[src/rtl/pipeline_ctrl_pkg.sv]
// Shared types for the pipeline stall/flush/advance controller.
// The controller FSM encoding, the hazard actions and their priority live here.
package pipeline_ctrl_pkg;

    typedef enum logic [1:0] {
        RUN    = 2'd0,
        WAIT   = 2'd1,
        HALTED = 2'd2
    } ctrl_state_t;

    // Hazard priority: a higher number wins when several hazards coincide.
    localparam int unsigned HZ_PRI_NONE    = 0;
    localparam int unsigned HZ_PRI_LOADUSE = 1;
    localparam int unsigned HZ_PRI_BRANCH  = 2;
    localparam int unsigned HZ_PRI_HALT    = 3;

    // The action chosen for an advancing cycle; encodings track the priorities.
    typedef enum logic [1:0] {
        ACT_NONE = 2'(HZ_PRI_NONE),
        ACT_LU   = 2'(HZ_PRI_LOADUSE),
        ACT_BR   = 2'(HZ_PRI_BRANCH),
        ACT_HALT = 2'(HZ_PRI_HALT)
    } hz_act_t;

    // Pick the single highest-priority hazard: halt > branch > load-use.
    function automatic hz_act_t hz_select(input logic halt_ev, input logic br, input logic lu);
        hz_act_t act;
        act = ACT_NONE;
        if (halt_ev) begin
            act = ACT_HALT;
        end else if (br) begin
            act = ACT_BR;
        end else if (lu) begin
            act = ACT_LU;
        end
        return act;
    endfunction

endpackage

[src/rtl/pipeline_ctrl_if.sv]
// Bundle between the datapath and the pipeline controller.
// master = controller side (consumes status, drives latch/PC/dmem control),
// slave  = datapath side.
interface pipeline_ctrl_if #(
    parameter int NLATCH = 4
);
    import pipeline_ctrl_pkg::*;

    // Datapath status
    logic              ihit;
    logic              dhit;
    logic              mem_req;
    logic              ex_load;
    logic [4:0]        ex_rt;
    logic [4:0]        id_rs;
    logic [4:0]        id_rt;
    logic              id_use_rt;
    logic              br_taken;
    logic              halt_in;

    // Controller outputs
    logic [NLATCH-1:0] lat_en;
    logic [NLATCH-1:0] lat_flush;
    logic [NLATCH-1:0] valid;
    logic              pc_en;
    logic              pc_redirect;
    logic              dmem_gate;
    logic              halt;
    ctrl_state_t       state;

    modport master (
        input  ihit, dhit, mem_req, ex_load, ex_rt, id_rs, id_rt, id_use_rt, br_taken, halt_in,
        output lat_en, lat_flush, valid, pc_en, pc_redirect, dmem_gate, halt, state
    );

    modport slave (
        output ihit, dhit, mem_req, ex_load, ex_rt, id_rs, id_rt, id_use_rt, br_taken, halt_in,
        input  lat_en, lat_flush, valid, pc_en, pc_redirect, dmem_gate, halt, state
    );

endinterface

[src/rtl/pipeline_ctrl_hazard_detect.sv]
// Combinational load-use and taken-branch detection for the pipeline controller.
// Only raw conditions are produced here; priority and sequencing are the caller's.
module hazard_detect (
    input  logic       valid_id,
    input  logic       valid_ex,
    input  logic       valid_br,
    input  logic       ex_load,
    input  logic [4:0] ex_rt,
    input  logic [4:0] id_rs,
    input  logic [4:0] id_rt,
    input  logic       id_use_rt,
    input  logic       br_taken,
    output logic       lu,
    output logic       br
);

    // A load into $0 never creates a dependency, so rt==0 is excluded.
    always_comb begin
        lu = valid_ex & ex_load & (ex_rt != 5'd0) & valid_id &
             ((ex_rt == id_rs) | (id_use_rt & (ex_rt == id_rt)));
        br = valid_br & br_taken;
    end

endmodule

[src/rtl/pipeline_ctrl.sv]
// Stall/flush/advance controller for an NLATCH-deep pipeline.
// Tracks imem/dmem completion separately, inserts load-use bubbles, squashes
// younger work on a taken branch at BR_LATCH, and latches a sticky halt.
// Optional build macro: PIPELINE_CTRL_PERF_EN adds saturating stall/bubble/flush counters.
module pipeline_ctrl
    import pipeline_ctrl_pkg::*;
#(
    parameter int NLATCH    = 4,
    parameter int BR_LATCH  = 2,
    parameter int MEM_LATCH = 2,
    parameter int CNT_W     = 32
) (
    input  logic             CLK,
    input  logic             nRST,
    pipeline_ctrl_if.master  bus
`ifdef PIPELINE_CTRL_PERF_EN
    ,
    output logic [CNT_W-1:0] cnt_stall,
    output logic [CNT_W-1:0] cnt_bubble,
    output logic [CNT_W-1:0] cnt_flush
`endif
);

    // Unsupported configurations stop elaboration.
    if (NLATCH < 4 || BR_LATCH < 1 || BR_LATCH > NLATCH - 2 ||
        MEM_LATCH < 1 || MEM_LATCH > NLATCH - 2 || CNT_W < 1) begin : g_bad_params
        $error("pipeline_ctrl: parameter out of range");
    end

    // Latches 0..BR_LATCH hold work younger than the resolving branch.
    localparam logic [NLATCH-1:0] BR_MASK = NLATCH'((1 << (BR_LATCH + 1)) - 1);

    ctrl_state_t       state_q, state_d;
    logic [NLATCH-1:0] valid_q, valid_d, shift_in;
    logic [NLATCH-1:0] en_d, flush_d;
    logic              halt_q, i_done_q, d_done_q;
    logic              i_ok, d_need, d_ok, advance, halt_ev;
    logic              pc_en_d, redir_d;
    logic              lu, br;
    hz_act_t           act;

    hazard_detect u_hazard (
        .valid_id  (valid_q[0]),
        .valid_ex  (valid_q[1]),
        .valid_br  (valid_q[BR_LATCH]),
        .ex_load   (bus.ex_load),
        .ex_rt     (bus.ex_rt),
        .id_rs     (bus.id_rs),
        .id_rt     (bus.id_rt),
        .id_use_rt (bus.id_use_rt),
        .br_taken  (bus.br_taken),
        .lu        (lu),
        .br        (br)
    );

    // Completion tracking: an early hit is remembered until the pipeline moves.
    always_comb begin
        i_ok    = bus.ihit | i_done_q;
        d_need  = valid_q[MEM_LATCH] & bus.mem_req;
        d_ok    = ~d_need | bus.dhit | d_done_q;
        advance = (state_q != HALTED) & i_ok & d_ok;
        halt_ev = advance & valid_q[NLATCH-1] & bus.halt_in;
        act     = hz_select(halt_ev, br, lu);
    end

    // Latch/PC control for this cycle; the halting cycle freezes everything.
    always_comb begin
        en_d    = '0;
        flush_d = '0;
        pc_en_d = 1'b0;
        redir_d = 1'b0;
        if (advance) begin
            case (act)
                ACT_HALT: begin
                end
                ACT_BR: begin
                    en_d    = '1;
                    pc_en_d = 1'b1;
                    redir_d = 1'b1;
                    flush_d = BR_MASK;
                end
                ACT_LU: begin
                    en_d    = ~NLATCH'(1);
                    flush_d = NLATCH'(2);
                end
                default: begin
                    en_d    = '1;
                    pc_en_d = 1'b1;
                end
            endcase
        end
    end

    // Valid bits follow the latches: loaded latches take the older bit (or 0 when flushed).
    always_comb begin
        shift_in = {valid_q[NLATCH-2:0], 1'b1};
        valid_d  = valid_q;
        for (int k = 0; k < NLATCH; k++) begin
            if (en_d[k]) begin
                valid_d[k] = shift_in[k] & ~flush_d[k];
            end
        end
    end

    // FSM next state: WAIT while stalled, HALTED absorbing until reset.
    always_comb begin
        state_d = state_q;
        case (state_q)
            RUN: begin
                if (halt_ev)       state_d = HALTED;
                else if (!advance) state_d = WAIT;
            end
            WAIT: begin
                if (halt_ev)      state_d = HALTED;
                else if (advance) state_d = RUN;
            end
            HALTED:  state_d = HALTED;
            default: state_d = RUN;
        endcase
    end

    // State, valid, halt and completion-flag registers.
    always_ff @(posedge CLK) begin
        if (nRST) begin
            state_q  <= RUN;
            valid_q  <= '0;
            halt_q   <= 1'b0;
            i_done_q <= 1'b0;
            d_done_q <= 1'b0;
        end else begin
            state_q  <= state_d;
            valid_q  <= valid_d;
            halt_q   <= halt_q | halt_ev;
            i_done_q <= advance ? 1'b0 : (i_done_q | bus.ihit);
            d_done_q <= advance ? 1'b0 : (d_done_q | bus.dhit);
        end
    end

    // The dmem request drops in the hit cycle, stays down once done, and never after halt.
    assign bus.dmem_gate   = d_need & ~d_done_q & ~bus.dhit & ~halt_q;
    assign bus.lat_en      = en_d;
    assign bus.lat_flush   = flush_d;
    assign bus.valid       = valid_q;
    assign bus.pc_en       = pc_en_d;
    assign bus.pc_redirect = redir_d;
    assign bus.halt        = halt_q;
    assign bus.state       = state_q;

`ifdef PIPELINE_CTRL_PERF_EN
    // Saturating event counters.
    always_ff @(posedge CLK) begin
        if (nRST) begin
            cnt_stall  <= '0;
            cnt_bubble <= '0;
            cnt_flush  <= '0;
        end else begin
            if (!advance && state_q != HALTED && cnt_stall != '1)
                cnt_stall <= cnt_stall + CNT_W'(1);
            if (advance && act == ACT_LU && cnt_bubble != '1)
                cnt_bubble <= cnt_bubble + CNT_W'(1);
            if (advance && act == ACT_BR && cnt_flush != '1)
                cnt_flush <= cnt_flush + CNT_W'(1);
        end
    end
`endif

endmodule

[src/flat_wrapper.sv]
// flat-port wrapper written by rule: the top's interface ports become plain ports
module pipeline_ctrl_flat import pipeline_ctrl_pkg::*;
#(
    parameter int NLATCH    = 4,
    parameter int BR_LATCH  = 2,
    parameter int MEM_LATCH = 2,
    parameter int CNT_W     = 32
)
  (CLK, nRST, bus_ihit, bus_dhit, bus_mem_req, bus_ex_load, bus_ex_rt, bus_id_rs, bus_id_rt, bus_id_use_rt, bus_br_taken, bus_halt_in, bus_lat_en, bus_lat_flush, bus_valid, bus_pc_en, bus_pc_redirect, bus_dmem_gate, bus_halt, bus_state);
  pipeline_ctrl_if #(.NLATCH(NLATCH)) bus_i ();
  input  logic CLK;
  input  logic nRST;
  input wire logic [$bits(bus_i.ihit)-1:0] bus_ihit;
  input wire logic [$bits(bus_i.dhit)-1:0] bus_dhit;
  input wire logic [$bits(bus_i.mem_req)-1:0] bus_mem_req;
  input wire logic [$bits(bus_i.ex_load)-1:0] bus_ex_load;
  input wire logic [$bits(bus_i.ex_rt)-1:0] bus_ex_rt;
  input wire logic [$bits(bus_i.id_rs)-1:0] bus_id_rs;
  input wire logic [$bits(bus_i.id_rt)-1:0] bus_id_rt;
  input wire logic [$bits(bus_i.id_use_rt)-1:0] bus_id_use_rt;
  input wire logic [$bits(bus_i.br_taken)-1:0] bus_br_taken;
  input wire logic [$bits(bus_i.halt_in)-1:0] bus_halt_in;
  output wire logic [$bits(bus_i.lat_en)-1:0] bus_lat_en;
  output wire logic [$bits(bus_i.lat_flush)-1:0] bus_lat_flush;
  output wire logic [$bits(bus_i.valid)-1:0] bus_valid;
  output wire logic [$bits(bus_i.pc_en)-1:0] bus_pc_en;
  output wire logic [$bits(bus_i.pc_redirect)-1:0] bus_pc_redirect;
  output wire logic [$bits(bus_i.dmem_gate)-1:0] bus_dmem_gate;
  output wire logic [$bits(bus_i.halt)-1:0] bus_halt;
  output wire logic [$bits(bus_i.state)-1:0] bus_state;
  assign bus_i.ihit = bus_ihit;
  assign bus_i.dhit = bus_dhit;
  assign bus_i.mem_req = bus_mem_req;
  assign bus_i.ex_load = bus_ex_load;
  assign bus_i.ex_rt = bus_ex_rt;
  assign bus_i.id_rs = bus_id_rs;
  assign bus_i.id_rt = bus_id_rt;
  assign bus_i.id_use_rt = bus_id_use_rt;
  assign bus_i.br_taken = bus_br_taken;
  assign bus_i.halt_in = bus_halt_in;
  assign bus_lat_en = bus_i.lat_en;
  assign bus_lat_flush = bus_i.lat_flush;
  assign bus_valid = bus_i.valid;
  assign bus_pc_en = bus_i.pc_en;
  assign bus_pc_redirect = bus_i.pc_redirect;
  assign bus_dmem_gate = bus_i.dmem_gate;
  assign bus_halt = bus_i.halt;
  assign bus_state = bus_i.state;
  pipeline_ctrl #(.NLATCH(NLATCH), .BR_LATCH(BR_LATCH), .MEM_LATCH(MEM_LATCH), .CNT_W(CNT_W)) u_core (.CLK(CLK), .nRST(nRST), .bus(bus_i));
endmodule
[config.mk]
export PLATFORM = sky130hd
export DESIGN_NAME = pipeline_ctrl_flat
export DESIGN_NICKNAME = d
export VERILOG_FILES = /design/src/rtl/pipeline_ctrl_pkg.sv /design/src/rtl/pipeline_ctrl_if.sv /design/src/rtl/pipeline_ctrl_hazard_detect.sv /design/src/rtl/pipeline_ctrl.sv /design/src/flat_wrapper.sv
export SDC_FILE = /design/constraint.sdc
export NUM_CORES = 1
export LEC_CHECK = 0
export CORE_UTILIZATION = 34
export DETAILED_ROUTE_END_ITERATION = 8
export PLACE_DENSITY = 0.78
export SETUP_SLACK_MARGIN = 0.3
export SYNTH_ARGS = -nofsm -noshare
export SYNTH_HDL_FRONTEND = slang
export SYNTH_HIERARCHICAL = 1
export SYNTH_SLANG_ARGS = --single-unit
[constraint.sdc]
create_clock -name CLK -period 3.9 [get_ports CLK]
set_input_delay 0.78 -clock CLK [delete_from_list [all_inputs] [get_ports CLK]]
set_output_delay 0.78 -clock CLK [all_outputs]
set_load 0.01 [all_outputs]
# Yosys cells after proc, flatten, opt, wreduce, memory -nomap -nowiden
# Cells that the tools add are included.
# op_classes
add_sub_neg	0
n_mul	0
div	0
magnitude_cmp	0
eq_ne	10
shift	0
mux	16
n_bitwise	31
n_reduce_logical	5
# op_table
op	n
$and A1 B1 Y1	17
$mux W2	6
$eq A5 B5 Y1	2
$mux W4	2
$not A1 Y1	8
$pmux W4 S2	1
$eq A2 B2 Y1 const B	3
$or A1 B1 Y1	6
$pmux W2 S3	1
$pmux W3 S2	1
$mux W1	5
$reduce_bool A5 Y1	1
$eq A2 B1 Y1 const B	2
$reduce_or A2 Y1	2
$ne A3 B1 Y1 const B	1
$ne A3 B3 Y1 const B	1
$logic_not A2 Y1	1
$ne A2 B2 Y1 const B	1
$reduce_and A2 Y1	1
# word_totals
reg_bits	9
latchBits	0
ram_bits	0
mem_bits_ro	0
input_bits	24
out_inout_bits	18
elab_cells	70
mem_count	0

# Depth between registers and ports, before layout
# depth
depth_word	13
ltp_mapped	10
mapped_depth_nobuf	10

# Hierarchy
# Netlist, hierarchy kept.
# by_module_without_submodules
module	n_inst	cells_per_inst	area_per_inst_um2	seq_area_each_um2
pipeline_ctrl	1	51	481.7	180.2
hazard_detect	1	18	136.4	0.0

# Worst setup path before layout
# Ideal clock, no wire load.
# synth_timing
path_type	in2out
from	in bus_ex_rt[1]
to	out bus_lat_en[2]
arrival_ns	3.254
required_time_ns	3.120
setup_slack_ns	-0.134
path_stages	8
path_buffers	1
path_cell_list	or4_1 > o2111ai_1 > a21oi_1 > nor2b_1 > or2_2 > ha_1 > nor4_1 > buf_4
# synth_between
elab_chain_len	10
word_cells_on_any_way	15
cone_classes	eq/ne (4); mux (5); bitwise (5); reduce/logical (1)
# synth_rtl
item	line_no	source
start, declared	flat_wrapper.sv:17	input wire logic [$bits(bus_i.ex_rt)-1:0] bus_ex_rt;
$eq A5 B5 Y1 or $reduce_bool A5 Y1 (tied branches)	pipeline_ctrl_hazard_detect.sv:20, pipeline_ctrl_hazard_detect.sv:19	
$and A1 B1 Y1 (on tied branches)	pipeline_ctrl_hazard_detect.sv:20, pipeline_ctrl_hazard_detect.sv:19	
$or A1 B1 Y1 or $and A1 B1 Y1 (tied branches)	pipeline_ctrl_hazard_detect.sv:20, pipeline_ctrl_hazard_detect.sv:19	
$and A1 B1 Y1 (*)	pipeline_ctrl_hazard_detect.sv:19	lu = valid_ex & ex_load & (ex_rt != 5'd0) & valid_id &
net u_core.lu	pipeline_ctrl.sv:39	logic lu, br;
$mux W1 (*)	pipeline_ctrl_pkg.sv:33	end else if (lu) begin
$mux W2 (*)	pipeline_ctrl_pkg.sv:31	end else if (br) begin
$mux W2 (*)	pipeline_ctrl_pkg.sv:29	if (halt_ev) begin
$eq A2 B1 Y1 or $eq A2 B2 Y1 (tied branches)	pipeline_ctrl.sv:73	case (act)
$pmux W4 S2 (*)	pipeline_ctrl.sv:73	
$mux W4 (*)	pipeline_ctrl.sv:72	if (advance) begin
end, declared	flat_wrapper.sv:23	output wire logic [$bits(bus_i.lat_en)-1:0] bus_lat_en;
# Mark *: on every way through the listed nets, which the timed path passes. The rest lies on a longest branch.

# Worst setup path after layout
# layout_timing
from	in bus_id_rt[3]
to	out bus_lat_flush[1]
# layout_between
elab_chain_len	10
word_cells_on_any_way	11
cone_classes	eq/ne (3); mux (5); bitwise (3)
# layout_rtl
item	line_no	source
start, declared	flat_wrapper.sv:19	input wire logic [$bits(bus_i.id_rt)-1:0] bus_id_rt;
$eq A5 B5 Y1 (*)	pipeline_ctrl_hazard_detect.sv:20	((ex_rt == id_rs) | (id_use_rt & (ex_rt == id_rt)));
$and A1 B1 Y1 (*)	pipeline_ctrl_hazard_detect.sv:20	
$or A1 B1 Y1 (*)	pipeline_ctrl_hazard_detect.sv:20	
$and A1 B1 Y1 (*)	pipeline_ctrl_hazard_detect.sv:19	
net u_core.lu	pipeline_ctrl.sv:39	
$mux W1 (*)	pipeline_ctrl_pkg.sv:33	
$mux W2 (*)	pipeline_ctrl_pkg.sv:31	
$mux W2 (*)	pipeline_ctrl_pkg.sv:29	
$eq A2 B1 Y1 or $eq A2 B2 Y1 (tied branches)	pipeline_ctrl.sv:73	
$pmux W3 S2 (*)	pipeline_ctrl.sv:73	
$mux W4 (*)	pipeline_ctrl.sv:72	
end, declared	flat_wrapper.sv:24	output wire logic [$bits(bus_i.lat_flush)-1:0] bus_lat_flush;
# Marked as above.

==> metrics.md <==
| Metric | Value |
|---|---|
| Internal power | 0.187 mW |
| Sw frac | 27.6% |
| FILL cells | 147 |
| Total congestion overflow | 0 |
| Drt first pass iters | 4 |
| Comb power frac | 32.2% |
| CTS tree | yes |
| Ys Warns | 6 |
| F_max | 287 MHz |
| Clk root buf | clkbuf_4 |
| Area of the multi-input gates | 457 um2 |
| Yosys top cell area share | 29.1% |
| Drt wl/cell | 12.6 um |
| Fin area | 0.00117 mm2 |
| WHS | 486 ps |
| Synth area leader | dfxtp_1 |
| Final worst-path cycle share | 89.2% |
| Worst r2r src | u_core/bus.state[1] |
| Total wire length | 1840 um |
| Leak Pwr | 0.494 nW |
| Cells after Synth | 69 |
| Clk pwr share | 29.2% |
| Syn_area_per_cell | 8.96 um2 |
| Global-route wire length before repair | 2810 um |
| Total of max-cap violations | 0 |
| GRT Overall Usage | 19.6% |
| Die X | 44.6 um |
| # rows | 15 |
| Share of cells above drive strength 1 | 33.9% |
| GPL Wtd Cong | 0.849 |
| Worst Path Arrival | 2700 ps |
| H-tree depth | 1 |
| Pre-CTS WS | -500 ps |
| Endpoint class of the critical path | output pin |
| Area grow syn2layout | 88.7% |
| Synth Cell Area | 618 um2 |
| Syn Nets | 95 |
| Die area | 0.00199 mm2 |
| Initial antenna violation count | 0 |
| Drt drc | 0 |
| Hold path depth | 1 |
| Critical Path RT | 3120 ps |
| Crit path kind | in2out |
| R2R Path End | u_core/bus.valid[2] |
| Initial Util | 36.2% |
| Setup ws final | 420 ps |
| Seq/Total Area, Yosys | 29.1% |
| Drt initial violations | 4 |
| Num CTS Buffers | 3 |
| Core area | 0.00171 mm2 |
| RSZ-0062 raised after global routing | false |
| Routed Antenna Nets | 0 |
| Pwr/cell area | 221 mW/mm2 |
| Vias in the first global route | 649 |
| WHS Endpoint | u_core/bus.state[0] |
| Clk sink count | 9 |
| Net switching power | 0.0711 mW |
| Maximum fanout along the worst path | 2 |
| Worst vdd ir | 0.168 mV |
| Worst-skew pair later-pin latency | 260 ps |
| Run status | finished clean |
| Largest net degree at the start of global routing | 8 |
| Dpl hpwl | 1470 um |
| I/O Pins | 42 |
| Register area | 180 um2 |
| Clock Pin Slew Worst Setup and Hold Paths | 70 ps |
| Final hold violation count | 0 |
| Synth Register Bits | 9 |
| Hold wc startpoint | u_core/bus.state[1] |
| R2R depth | 9 |
| R2R setup slack | 1610 ps |
| Max-slew violation total from the final report | 0 |
| Worst Setup SP | bus_id_rt[3] |
| Final setup vio count | 0 |
| Top post-synthesis cells by area | dfxtp_1, xor2_1, buf_4, xnor2_1, ha_1 |
| Worst-Margin Slew | 502 ps |
| Via count | 686 |
| Netlist cell types | 29 |
| Cts hold-fix bufs | 0 |
| Power, Total | 0.258 mW |
| Clock Skew | 0.350 ps |
| CP Launch Type | input pin |
| IO buf count | 40 |
| Via density | 4.70 |
| Die Y | 44.6 um |
| Clock Tree Buf Depth | 2 |
| # diodes | 0 |
| Nets | 148 |
| Slew HR | 66.4% |
| Final worst path period need | 3480 ps |
| Worst min path class | reg2reg |
| Share of power burned in registers | 38.6% |
| Post-DP Area | 0.00112 mm2 |
power groups by stage:
stage	combinational (mW)	clock, mW	sequential (mW)
4_1_cts	0.0823	0.0788	0.0994
6_report	0.0829	0.0754	0.0996
5_1_grt	0.0893	0.0813	0.100
3_3_place_gp	0.0839	0	0.101
3_5_place_dp	0.0852	0	0.101
2_1_floorplan	0.0329	0	0.102
cells in the mapped netlist:
library cell  n
o2111ai_1     1
nor2b_1       4
nor2_1        5
nand3b_1      1
xnor2_1       3
o21a_1        1
and2_1        2
o41ai_1       1
o221a_2       1
and4bb_4      1
a22o_1        1
or2_2         2
xor2_1        7
nand2_1       2
ha_1          2
a21oi_1       2
and3_1        1
dfxtp_1       9
conb_1        1
nor4_1        2
o21ai_0       2
nor3_1        4
nand3_1       3
or4_1         1
inv_1         1
a211oi_4      1
mux2_4        1
or3_4         1
buf_4         6
through the flow:
stage | cells | TNS, ps | util, %
global placement | 141 | -2170 | 65.6
detailed placement | 141 | -2560 | 65.6
CTS | 145 | 0 | 67.9
finish | 146 | 0 | 68.3
floorplan | 69 | 0 | -
global route | 146 | 0 | 68.3
worst max-delay path: stages:
cell and delay [ps]:
clkdlybuf4s50_1 410, xor2_1 160, nor4_2 270, nand3_1 140
a21oi_2 140, nor2b_4 170, buf_6 100, nor2_1 40
ha_1 280, nor2_1 90, buf_2 130
cell usage in the layout, fill, tap and decap left out, types with 2 or more instances in the layout:
| cell | count |
|---|---|
| buf_2 | 8 |
| buf_4 | 13 |
| clkbuf_4 | 3 |
| clkdlybuf4s15_1 | 2 |
| clkdlybuf4s50_1 | 26 |
| dfxtp_1 | 9 |
| dlygate4sd2_1 | 3 |
| nand2_1 | 2 |
| nand3_1 | 3 |
| nor2_1 | 5 |
| nor2b_1 | 3 |
| nor3_1 | 3 |
| o21ai_0 | 2 |
| or2_4 | 2 |
| xnor2_1 | 3 |
| xor2_1 | 7 |
worst max-delay path by stage:
stage / endpoint / cells past startpoint / slack (ps)
after global routing: bus_lat_flush[1] / 11 / 300
after global placement: bus_lat_en[1] / 9 / -450
after floorplan: bus_lat_en[2] / 8 / 340
after CTS: bus_lat_en[2] / 9 / 300
final: bus_lat_flush[1] / 11 / 420
after detailed placement: bus_lat_en[2] / 9 / -500
logic make-up (layout without fill, tap and decap cells):
logic type / Yosys count / after routing / share of synthesized area (%)
mux: 1 / 1 / 2.43
buf+inv: 7 / 59 / 7.89
fa+ha+maj: 2 / 2 / 4.05
xor+xnor: 10 / 10 / 14.2
other cells: 1 / 1 / 0.607
compound gates: 10 / 10 / 13.8
simple gates: 29 / 29 / 27.9
flops: 9 / 9 / 29.1
final cells by class:
type | instances | share of cell area (%)
Timing Repair Buffer | 54 | 40.1
Sequential cell | 9 | 15.5
Inverter | 1 | 0.322
Tap cell | 25 | 2.68
Multi-Input combinational cell | 53 | 39.2
Clock buffer | 4 | 2.25
timing repair:
| item | in CTS | in global routing |
|---|---|---|
| setup endpoints to repair | 9 | 7 |
| pin swaps | 9 | 7 |
| hold endpoints to repair | 0 | 0 |
| buffers inserted | 0 | 1 |
| resized for setup | 45 | 7 |
state kept, by name, summed over array words and instances (netlist names):
| name | flops |
|---|---|
| u_core/bus.valid | 4 |
| u_core/bus.state | 2 |
| u_core/bus.halt | 1 |
| u_core/d_done_q | 1 |
| u_core/i_done_q | 1 |
routing by layer:
| metal | vias up | share of wire, % | global-route usage (%) |
|---|---|---|---|
| li1 | 340 | - | - |
| met1 | 310 | 35 | 20.0 |
| met2 | 36 | 51 | 36.8 |
| met3 | 0 | 13 | 5.31 |
| met4 | 0 | 0 | 9.09 |
| met5 | - | 0 | 0 |
No activity file was read; power rests on OpenSTA's default activity.
